--- config.mk ---
export PLATFORM = sky130hd
export DESIGN_NAME = vector_writeback
export DESIGN_NICKNAME = d
export VERILOG_FILES = /design/src/rtl/vector_writeback.sv
export SDC_FILE = /design/constraint.sdc
export NUM_CORES = 1
export LEC_CHECK = 0
export ABC_AREA = 0
export CORE_UTILIZATION = 35
export CTS_CLUSTER_DIAMETER = 50
export DETAILED_ROUTE_END_ITERATION = 8
export GPL_ROUTABILITY_DRIVEN = 1
export PLACE_DENSITY = 0.7
export SYNTH_ARGS = -nofsm -noshare
export SYNTH_HDL_FRONTEND = slang
export SYNTH_SLANG_ARGS = --single-unit
--- constraint.sdc ---
create_clock -name clk -period 3.85 [get_ports clk]
set_input_delay 0.77 -clock clk [delete_from_list [all_inputs] [get_ports clk]]
set_output_delay 0.77 -clock clk [all_outputs]
set_load 0.01 [all_outputs]
--- src/rtl/vector_writeback.sv ---
// vector_writeback: result-side sequencer between the vector ALU and the VRF
// write port. Each accepted ALU beat becomes one register write of the
// destination group, with byte enables built from vl, vsew and the v0 mask so
// tail and masked-off elements stay undisturbed.
// Optional feature macro VWB_MASK_WB_EN: when defined, compare-style
// instructions (mask_result_i=1) collapse their beats into one mask-register
// write issued from the MASK_WB state. When undefined, every instruction
// takes the data-write path and mask_result_i / result_mask_i are ignored.
module vector_writeback #(
    parameter int VLEN  = 64,
    parameter int VLENB = VLEN / 8
) (
    input  logic                  clk,
    input  logic                  reset_n,
    input  logic                  start_i,
    input  logic [4:0]            vd_i,
    input  logic [3:0]            nregs_i,
    input  logic [1:0]            vsew_i,
    input  logic [$clog2(VLEN):0] vl_i,
    input  logic                  vm_i,
    input  logic [VLEN-1:0]       mask_i,
    input  logic                  mask_result_i,
    input  logic                  result_valid_i,
    input  logic                  hold_i,
    input  logic [VLEN-1:0]       result_i,
    input  logic [VLEN-1:0]       result_mask_i,
    output logic                  wr_en_o,
    output logic [4:0]            wr_addr_o,
    output logic [VLEN-1:0]       wr_data_o,
    output logic [VLENB-1:0]      wr_be_o,
    output logic                  busy_o,
    output logic                  done_o
);

    localparam int VLW = $clog2(VLEN) + 1;

    // WRITE keeps one extra cycle with cnt == nregs after the last data beat
    // so that done_o lands the cycle after the final write; MASK_WB plays the
    // same role for the mask write, which is launched as the last beat lands.
    typedef enum logic [1:0] {
        IDLE    = 2'd0,
        WRITE   = 2'd1,
`ifdef VWB_MASK_WB_EN
        MASK_WB = 2'd2,
`endif
        DONE    = 2'd3
    } state_t;

    state_t state, state_n;

    logic [3:0]       cnt, cnt_n;
    logic [4:0]       vd_q;
    logic [3:0]       nregs_q;
    logic [1:0]       vsew_q;
    logic [VLW-1:0]   vl_q;
    logic             vm_q;
    logic [VLEN-1:0]  mask_q;
    logic             mask_mode;

    logic             wr_en_n;
    logic [4:0]       wr_addr_n;
    logic [VLEN-1:0]  wr_data_n;
    logic [VLENB-1:0] wr_be_n;
    logic [VLENB-1:0] beat_be_v;
    logic             accept;
    logic             last_beat;

    // Byte enables for one beat: byte b of beat k holds element
    // (k*VLENB + b) >> sew; enabled when inside vl and not masked off.
    function automatic logic [VLENB-1:0] beat_be(
        input logic [3:0]      beat,
        input logic [1:0]      sew,
        input logic [VLW-1:0]  vl,
        input logic            vm,
        input logic [VLEN-1:0] mask
    );
        logic [VLW-1:0] byte_idx;
        logic [VLW-1:0] elem;
        beat_be = '0;
        for (int b = 0; b < VLENB; b++) begin
            byte_idx   = VLW'(beat) * VLW'(VLENB) + VLW'(b);
            elem       = byte_idx >> sew;
            beat_be[b] = (elem < vl) && (vm || mask[elem[VLW-2:0]]);
        end
    endfunction

`ifdef VWB_MASK_WB_EN
    logic mask_result_q;
    assign mask_mode = mask_result_q;

    // Mask-register image: body bits from the ALU, tail bits forced to one.
    function automatic logic [VLEN-1:0] mask_data(
        input logic [VLEN-1:0] rm,
        input logic [VLW-1:0]  vl
    );
        for (int e = 0; e < VLEN; e++) begin
            mask_data[e] = (VLW'(e) < vl) ? rm[e] : 1'b1;
        end
    endfunction
`else
    logic unused_mask_inputs;
    assign mask_mode          = 1'b0;
    assign unused_mask_inputs = ^{mask_result_i, result_mask_i};
`endif

    assign accept    = (state == WRITE) && (cnt != nregs_q) && result_valid_i && !hold_i;
    assign last_beat = (cnt == nregs_q - 4'd1);
    assign beat_be_v = beat_be(cnt, vsew_q, vl_q, vm_q, mask_q);

    // Next state, beat counter and next values of the registered write port.
    always_comb begin
        state_n   = state;
        cnt_n     = cnt;
        wr_en_n   = 1'b0;
        wr_addr_n = wr_addr_o;
        wr_data_n = wr_data_o;
        wr_be_n   = wr_be_o;
        case (state)
            IDLE: begin
                if (start_i) begin
                    cnt_n   = '0;
                    state_n = (vl_i == '0) ? DONE : WRITE;
                end
            end
            WRITE: begin
                if (accept) begin
                    cnt_n = cnt + 4'd1;
                    if (mask_mode) begin
`ifdef VWB_MASK_WB_EN
                        if (last_beat) begin
                            state_n   = MASK_WB;
                            wr_en_n   = 1'b1;
                            wr_addr_n = vd_q;
                            wr_data_n = mask_data(result_mask_i, vl_q);
                            wr_be_n   = '1;
                        end
`endif
                    end else begin
                        wr_en_n   = |beat_be_v;
                        wr_addr_n = vd_q + 5'(cnt);
                        wr_data_n = result_i;
                        wr_be_n   = beat_be_v;
                    end
                end else if (cnt == nregs_q) begin
                    state_n = DONE;
                end
            end
`ifdef VWB_MASK_WB_EN
            MASK_WB: state_n = DONE;
`endif
            DONE:    state_n = IDLE;
            default: state_n = IDLE;
        endcase
    end

    // State, counter and all outputs; reset abandons any partial group.
    always_ff @(posedge clk or negedge reset_n) begin
        if (!reset_n) begin
            state     <= IDLE;
            cnt       <= '0;
            wr_en_o   <= 1'b0;
            wr_addr_o <= '0;
            wr_data_o <= '0;
            wr_be_o   <= '0;
            busy_o    <= 1'b0;
            done_o    <= 1'b0;
        end else begin
            state     <= state_n;
            cnt       <= cnt_n;
            wr_en_o   <= wr_en_n;
            wr_addr_o <= wr_addr_n;
            wr_data_o <= wr_data_n;
            wr_be_o   <= wr_be_n;
            busy_o    <= (state_n != IDLE);
            done_o    <= (state_n == DONE);
        end
    end

    // Instruction parameters captured when a new writeback starts.
    always_ff @(posedge clk) begin
        if (state == IDLE && start_i) begin
            vd_q          <= vd_i;
            nregs_q       <= nregs_i;
            vsew_q        <= vsew_i;
            vl_q          <= vl_i;
            vm_q          <= vm_i;
            mask_q        <= mask_i;
`ifdef VWB_MASK_WB_EN
            mask_result_q <= mask_result_i;
`endif
        end
    end

endmodule

==> results of run 1 <==
[registers in the layout (all words and copies together), names as in the netlist, 2 cells and up]
signal,cells
state,2
vl_q,7
mask_q,64
wr_be_o,8
cnt,4
nregs_q,4
vd_q,5
wr_addr_o,5
wr_data_o,64
vsew_q,2
[stage by stage]
stage / cell area (um2) / worst slack (ns) / hold WS, ns / cells
floorplan: 11500 / 0.768 / 0.461 / 1182
global placement: 15000 / 0.214 / 0.469 / 1885
detailed placement: 15000 / 0.287 / 0.477 / 1885
CTS: 15500 / 0.267 / 0.489 / 1917
global route: 15500 / 0.104 / 0.516 / 1917
finish: 15500 / 0.241 / 0.456 / 1919
[how the worst min path moves through the flow]
| stage | startpoint | end | slack (ns) | cells after the start |
|---|---|---|---|---|
| 2_1_floorplan | state[1] | busy_o | 0.46 | 1 |
| 5_1_grt | wr_data_o[7] | wr_data_o[7] | 0.52 | 1 |
| 4_1_cts | reset_n | wr_data_o[57] | 0.49 | 1 |
| 3_5_place_dp | wr_be_o[1] | wr_be_o[1] | 0.48 | 2 |
| 6_report | reset_n | wr_data_o[39] | 0.46 | 1 |
| 3_3_place_gp | wr_addr_o[2] | wr_addr_o[2] | 0.47 | 2 |
[synth_stat cells, types with 9 or more instances]
library cell / count
nor3_1: 12
a311oi_1: 9
mux2_2: 82
a21o_1: 10
o32ai_1: 10
clkbuf_1: 31
nand2_1: 126
o22ai_1: 36
dfrtp_1: 86
o21ai_0: 71
ha_1: 15
a221oi_1: 9
a21boi_0: 9
nand3_1: 41
a31oi_1: 24
a2111oi_0: 10
nor2_1: 49
a211oi_1: 21
o221ai_1: 14
buf_2: 55
o211ai_1: 22
a21oi_1: 59
edfxtp_1: 83
buf_4: 11
nor4_1: 11
inv_1: 25
nand2b_1: 13
mux2i_1: 68
[final cells by class]
cell class	count	area share
timing repair buffer	368	0.224
inverter	33	0.00821
tap	442	0.0356
multi-input combinational	873	0.397
clock buffer	19	0.0285
clock inverter	13	0.00789
sequential	169	0.299
antenna	2	0.000322
[worst reg2reg max path, stage by stage (launching register included)]
cell and delay, ns:
edfxtp_1 0.51, buf_4 0.31, mux2_4 0.43, mux2i_4 0.22, inv_2 0.16, buf_4 0.22
a2111oi_0 0.42, o21ai_1 0.11, o21ai_1 0.18, buf_4 0.18, a21oi_1 0.09, nor4_2 0.38
nor3_1 0.13, a41oi_1 0.20
[layer usage]
| layer | share of wire | vias to the layer above |
|---|---|---|
| met5 | 0 | - |
| met4 | 0.038 | 0 |
| met3 | 0.10 | 125 |
| met2 | 0.45 | 740 |
| met1 | 0.41 | 5662 |
| li1 | - | 5085 |
[cells by family after synthesis]
logic type | count (synthesis)
fa+ha+maj | 16
xor+xnor | 8
buf+inv | 140
flops | 169
simple gates | 312
compound gates | 379
mux | 158
[report_power, final]
group,switching [W],internal (W)
combinational,0.00305,0.00266
sequential,0.000381,0.00243
clock,0.000825,0.000876
total,0.00426,0.00596
==> impl_metrics.toml, run 1 <==
[status]
outcome = "finished clean"

[power_and_ir_drop]
peakVddDrop_mv = 0.526
total_power_w = 0.0102
power.leakage_nw = 6.05
power_density_nw_per_um2 = 657

[layout]
final_nets = 1695
multi_input_area_um2 = 6170
fin_util = 0.479
drive_above_1_share = 0.201
n_fill_cell = 3042
final_common_cell = "clkdlybuf4s50_1"
final_cell_mix = "clkdlybuf4s50_1 (230), buf_4 (127), nand2_1 (126), dfrtp_1 (85), edfxtp_1 (83)"
register_area_um2 = 4650
syn_to_final_growth_pct = 35.1

[critical_path]
slowest_stage = "edfxtp_1"
arrival_ns = 3.97
path_max_fanout = 13
worstSetupStartpoint = "vsew_q[0]"
cp-start-kind = "register"
path_class = "register to register"
crit_buf_inv = 4
cp_num_cells = 13
r2r_start = "vsew_q[0]"
r2r_cells = 13
cp.required_ns = 4.21
rrSetupSlack_ns = 0.24
max_stage_delay_ns = 0.51
r2r-end = "wr_en_o"
endpoint = "wr_en_o"
cpLargestDelayFamily = "compound AO/OA/AOI/OAI gates"
path_cells = "buf_4 > mux2_4 > mux2i_4 > inv_2 > buf_4 > a2111oi_0 > o21ai_1 > o21ai_1 > buf_4 > a21oi_1 > nor4_2 > nor3_1 > a41oi_1"
cp-end-kind = "register"
crit_path_frequent_cell = "buf_4"

[cts]
hold_buffers = 0
cts_root_buffer = "clkbuf_16"
cts_buffers = 17
cts_setup_buffers = 0
ctsResizeCount = 0
htreeDepth = 4
clk_latency_ns = 0.45
clock_path_buffers = 2
cts.sinks = 169
path_clk_slew_ns = 0.07
cts_tree = "yes"

[synth]
synth.distinct_cells = 95
syn-instance-count = 1182
synth_top_area_frac = 0.217
syn_nets = 1415
ys_seq_elements = 169
yosysWarnings = 0
netlist_area_um2 = 11500
synthMuxAreaShare = 0.151
ys_dominant_reg_cell = "dfrtp_1"
yosys.area.top_type = "edfxtp_1"
synth_edf_count = 83
yosysSeqAreaShare = 0.404
synth-compound-area-share = 0.229
synthXorXnorAreaFrac = 0.00609
synth_top_family_by_area = "compound AO/OA/AOI/OAI gates"
synth_area_leaders = "edfxtp_1 (22%), dfrtp_1 (19%), mux2_2 (8.0%), mux2i_1 (5.9%), nand2_1 (4.1%)"
synth_fa_ha_area_frac = 0.0181
ys_async_sr_fraction = 0.509
avgSynthCellArea_um2 = 9.73
synthSimpleGateAreaFrac = 0.131

[sta]
worst_pin_slew_ns = 0.962
setup_viol_count_final = 0
slew_violations = 0
finalCriticalPeriod_ns = 3.61
timing.fmax_mhz = 277
setup-tns-final_ns = 0
max-slew-margin-rel = 0.359
hold_violations = 0
fin_crit_sh = 0.937
rsz0062_at_grt = "no"
clock_skew_ns = 0.0199

[placement]
routabilityCongestion = 1.00
io_buffer_count = 231
hpwl_mm = 37.2

[global_route]
grt_max_degree = 87
grt_use_met1 = 0.388
grtUsageTotal = 0.303
grt_pass1_wl_mm = 74.3
overflow = 0
first_global_vias = 11400
antenna_found_initial = 2
top_usage_layer = "met2"
grtUsageMet2 = 0.487
use_met3 = 0.0810

[detailed_routing]
drt_wl_total_mm = 50.7
antenna_left = 0
dr_total_vias = 11600
drt-wirelength-per-cell_um = 26.4
drcViolationCount = 0
drtIter0Drc = 1286
drtPass1Iterations = 9
viasPerCell = 6.05

[run]
drv_cap = 0

[min_path]
worst_hold_path_type = "input pin to async pin"

[floorplanning]
floorplan.initialDensity = 0.355
die_w_um = 183
num_rows = 66
ioPinCount = 297
dieArea_um2 = 33600
core_um2 = 32500
die_h_um = 183
Note: power is estimated with default switching activity, not from simulation.
==> run 2, diff against run 1 <==
--- a/config.mk
+++ b/config.mk
@@ -6,11 +6,11 @@
 export NUM_CORES = 1
 export LEC_CHECK = 0
 export ABC_AREA = 0
-export CORE_UTILIZATION = 35
+export CORE_UTILIZATION = 50
 export CTS_CLUSTER_DIAMETER = 50
 export DETAILED_ROUTE_END_ITERATION = 8
 export GPL_ROUTABILITY_DRIVEN = 1
-export PLACE_DENSITY = 0.7
+export PLACE_DENSITY = 0.91
 export SYNTH_ARGS = -nofsm -noshare
 export SYNTH_HDL_FRONTEND = slang
 export SYNTH_SLANG_ARGS = --single-unit
==> impl_metrics.toml, run 2 (synthesis results as in run 1) <==
[status]
outcome = "finished clean"

[critical_path]
cp.required_ns = 4.16
endpoint = "wr_en_o"
cp-end-kind = "register"
path_class = "register to register"
r2r_cells = 13
worstSetupStartpoint = "vsew_q[0]"
path_max_fanout = 30
r2r-end = "wr_en_o"
max_stage_delay_ns = 0.55
arrival_ns = 3.91
crit_path_frequent_cell = "buf_4"
slowest_stage = "edfxtp_1"
cp-start-kind = "register"
path_cells = "buf_12 > buf_4 > and2_2 > mux2i_4 > inv_2 > buf_4 > mux2i_1 > o22ai_1 > a2111oi_0 > o21ai_0 > nand4_1 > a211o_1 > a41oi_1"
r2r_start = "vsew_q[0]"
rrSetupSlack_ns = 0.25

[detailed_routing]
drcViolationCount = 0
drtIter0Drc = 1967
dr_total_vias = 11800
drt_wl_total_mm = 45.4
drt-wirelength-per-cell_um = 26.3
antenna_left = 0
drtPass1Iterations = 7
viasPerCell = 6.83

[layout]
num_antenna_cells = 0
register_area_um2 = 4650
final_nets = 1663
final_cell_mix = "clkdlybuf4s50_1 (230), nand2_1 (126), buf_4 (98), dfrtp_1 (85), edfxtp_1 (83)"
fin_util = 0.671
multi_input_area_um2 = 6170
n_fill_cell = 1692
reg.largest.list = "mask_q: 64 flops, wr_data_o: 64 flops, wr_be_o: 8 flops"
syn_to_final_growth_pct = 31.6
drive_above_1_share = 0.183
final_common_cell = "clkdlybuf4s50_1"

[floorplanning]
floorplan.initialDensity = 0.510
ioPinCount = 297
num_rows = 55
die_h_um = 154
die_w_um = 154
dieArea_um2 = 23600
core_um2 = 22600

[sta]
hold_violations = 0
setup_viol_count_final = 0
timing.fmax_mhz = 278
slew_violations = 0
max-slew-margin-rel = 0.267
worst_pin_slew_ns = 1.10
clock_skew_ns = 0.0172
finalCriticalPeriod_ns = 3.60
rsz0062_at_grt = "no"
fin_crit_sh = 0.935
setup-tns-final_ns = 0

[min_path]
hold_start = "wr_be_o[0]"
worst_hold_path_type = "register to register"
holdPathStages = 2

[power_and_ir_drop]
power_density_nw_per_um2 = 665
power.leakage_nw = 5.91
peakVddDrop_mv = 0.397

[cts]
cts_setup_buffers = 0
cts.sinks = 169
cts_tree = "yes"
ctsResizeCount = 0
clk_latency_ns = 0.45
path_clk_slew_ns = 0.09
cts_root_buffer = "clkbuf_16"
hold_buffers = 0
clock_path_buffers = 2
htreeDepth = 4
cts_buffers = 17

[run]
drv_cap = 0

[global_route]
overflow = 0
first_global_vias = 11400
grtUsageTotal = 0.380
grt_max_degree = 87
grt_pass1_wl_mm = 67.6
antenna_found_initial = 0

[placement]
routabilityCongestion = 1.08
hpwl_mm = 32.8
io_buffer_count = 231
run 2: how the worst min path moves through the flow:
stage / end
2_1_floorplan: busy_o
3_3_place_gp: wr_addr_o[4]
3_5_place_dp: wr_addr_o[4]
4_1_cts: wr_be_o[0]
5_1_grt: wr_data_o[55]
6_report: wr_be_o[0]
run 2: power by group:
group,switching [W],internal [W],total (W),leakage (nW)
Combinational,0.00283,0.00251,0.00534,3.84
Clock,0.000967,0.000919,0.00189,0.310
Sequential,0.000410,0.00243,0.00284,1.76
run 2: area by class of cell:
cell class | instances | share of cell area
multi-input combinational | 873 | 0.407
sequential | 169 | 0.307
timing repair buffer | 336 | 0.211
clock buffer | 17 | 0.0281
tap | 285 | 0.0236
clock inverter | 15 | 0.0145
inverter | 33 | 0.00843
run 2: critical path, delay by kind of cell, from the launching register on:
kind                   cells  cell delay (ns)
and+or+nand+nor            2             0.41
buffers and inverters      4             1.19
DFF                        1             0.55
AOI/OAI and AO/OA          5             1.02
muxes                      2             0.27
run 2: routing by layer:
layer  routed length (um)  vias up  global-route usage
li1                     -     5036                   -
met1                16900     5571               0.490
met2                19800      995               0.575
met3                 6240      201               0.123
met4                 2390        0               0.184
met5                    0        -                   0
run 2: stage by stage:
stage / total power [W] / hold WS (ns) / setup WS, ns / instances / cell area (um2)
2_1_floorplan: 0.00565 / 0.461 / 0.768 / 1182 / 11500
3_3_place_gp: 0.00784 / 0.467 / 0.482 / 1696 / 14500
3_5_place_dp: 0.00800 / 0.485 / 0.430 / 1696 / 14500
4_1_cts: 0.00992 / 0.510 / 0.379 / 1728 / 15100
5_1_grt: 0.0104 / 0.517 / 0.139 / 1728 / 15100
6_report: 0.0101 / 0.505 / 0.248 / 1728 / 15100
==> run 3, diff against run 2 <==
--- a/config.mk
+++ b/config.mk
@@ -10,7 +10,8 @@
 export CTS_CLUSTER_DIAMETER = 50
 export DETAILED_ROUTE_END_ITERATION = 8
 export GPL_ROUTABILITY_DRIVEN = 1
-export PLACE_DENSITY = 0.91
+export PLACE_DENSITY = 0.82
 export SYNTH_ARGS = -nofsm -noshare
 export SYNTH_HDL_FRONTEND = slang
 export SYNTH_SLANG_ARGS = --single-unit
+export TNS_END_PERCENT = 30
==> impl_metrics.toml, run 3 (synthesis results as in run 1) <==
[global_route]
grt_pass1_wl_mm = 67.9
overflow = 0
grt_max_degree = 87
antenna_found_initial = 0
first_global_vias = 11200
grtUsageTotal = 0.384

[cts]
htreeDepth = 4
cts_buffers = 17
cts_tree = "yes"
clk_latency_ns = 0.45
clock_path_buffers = 2
path_clk_slew_ns = 0.08
cts.sinks = 169
cts_root_buffer = "clkbuf_16"

[sta]
setup_viol_count_final = 0
clock_skew_ns = 0.0239
finalCriticalPeriod_ns = 3.69
timing.fmax_mhz = 271
fin_crit_sh = 0.959
slew_violations = 0
hold_violations = 0
holdWs_ns = 0.489
max-slew-margin-rel = 0.286
setup-tns-final_ns = 0
rsz0062_at_grt = "no"
worst_pin_slew_ns = 1.07

[detailed_routing]
drcViolationCount = 0
drt_wl_total_mm = 45.5
viasPerCell = 6.69
dr_total_vias = 11500
drtIter0Drc = 1397
antenna_left = 0
drt-wirelength-per-cell_um = 26.5
drtPass1Iterations = 6

[critical_path]
crit_path_frequent_cell = "buf_4"
path_cells = "buf_4 > mux2_4 > mux2i_4 > buf_4 > a21oi_1 > a21boi_0 > a311o_1 > a221oi_1 > buf_4 > a2111oi_2 > nor3_1 > buf_4 > a41oi_1"
path_class = "register to register"
cp.required_ns = 4.14
slowest_stage = "edfxtp_1"
r2r-end = "wr_en_o"
r2r_start = "vsew_q[0]"
rrSetupSlack_ns = 0.16
arrival_ns = 3.99
cp-start-kind = "register"
max_stage_delay_ns = 0.57
r2r_cells = 13
path_max_fanout = 13
cp-end-kind = "register"

[min_path]
holdPathStages = 2
worst_hold_path_type = "register to register"
holdPathEnd = "wr_addr_o[4]"
hold_start = "wr_addr_o[4]"

[layout]
final_common_cell = "clkdlybuf4s50_1"
num_antenna_cells = 0
reg.largest.list = "mask_q: 64 flops, wr_data_o: 64 flops, wr_be_o: 8 flops"
final_cell_mix = "clkdlybuf4s50_1 (230), nand2_1 (126), buf_4 (94), dfrtp_1 (85), edfxtp_1 (83)"
final_nets = 1656
syn_to_final_growth_pct = 30.7
finalInstanceArea_um2 = 15000
drive_above_1_share = 0.179
instances_no_fill = 1721

[placement]
dp.cells = 1687
io_buffer_count = 231
place_area_um2 = 14400
routabilityCongestion = 0.992
hpwl_mm = 33.6

[floorplanning]
core_um2 = 22600
die_h_um = 154
dieArea_um2 = 23600
floorplan.initialDensity = 0.510
num_rows = 55
die_w_um = 154
ioPinCount = 297

[run]
drv_cap = 0

[power_and_ir_drop]
power.leakage_nw = 5.86
peakVddDrop_mv = 0.399
power_density_nw_per_um2 = 662

[status]
outcome = "finished clean"
## run 3: cell type report
type                    instances  area [um2]
clock inverters                15         209
clock buffers                  17         425
well taps                     285         357
inverters                      33         128
multi-input cells             873        6170
fillers                      1789        7530
repair buffers                329        3110
flip-flops and latches        169        4650
## run 3: worst max-delay path by stage
stage,from,to,depth (start not counted)
3_3_place_gp,vsew_q[0],wr_en_o,13
3_5_place_dp,vsew_q[0],wr_en_o,13
6_report,vsew_q[0],wr_en_o,13
2_1_floorplan,start_i,done_o,4
4_1_cts,vsew_q[0],wr_en_o,13
5_1_grt,vsew_q[0],wr_en_o,13
## run 3: through the flow
stage,total power (W),util,setup WS [ns]
5_1_grt,0.0104,0.666,0.123
3_3_place_gp,0.00785,0.638,0.0966
4_1_cts,0.00983,0.666,0.0765
2_1_floorplan,0.00565,-,0.768
6_report,0.00996,0.666,0.158
3_5_place_dp,0.00793,0.638,0.109
## run 3: critical path, delay by kind of cell, from the launching register on
| family | cells | cell delay (ns) |
|---|---|---|
| muxes | 2 | 0.68 |
| buffers and inverters | 4 | 0.89 |
| AOI/OAI and AO/OA | 6 | 1.00 |
| and+or+nand+nor | 1 | 0.40 |
| DFF | 1 | 0.57 |
## run 3: power breakdown
group          leakage, nW  internal (W)  switching [W]  total [W]
Combinational         3.79       0.00247        0.00275    0.00522
Sequential            1.76       0.00243       0.000429    0.00286
Clock                0.304      0.000911       0.000973    0.00188
Total                 5.86       0.00581        0.00415    0.00996
## run 3: what timing repair did
item / 4_1_cts / 5_1_grt
gates resized for setup: 0 / 1
buffers inserted: 0 / 2
hold buffers: 0 / 0
setup endpoints to repair: 0 / 1
hold endpoints to repair: 0 / 0
## run 3: metal layers
layer	global-route usage	routed length, um	vias up
met5	0	0	-
met4	0.145	1530	0
met3	0.119	5880	117
met2	0.572	19700	847
met1	0.521	18400	5544
li1	-	-	5010
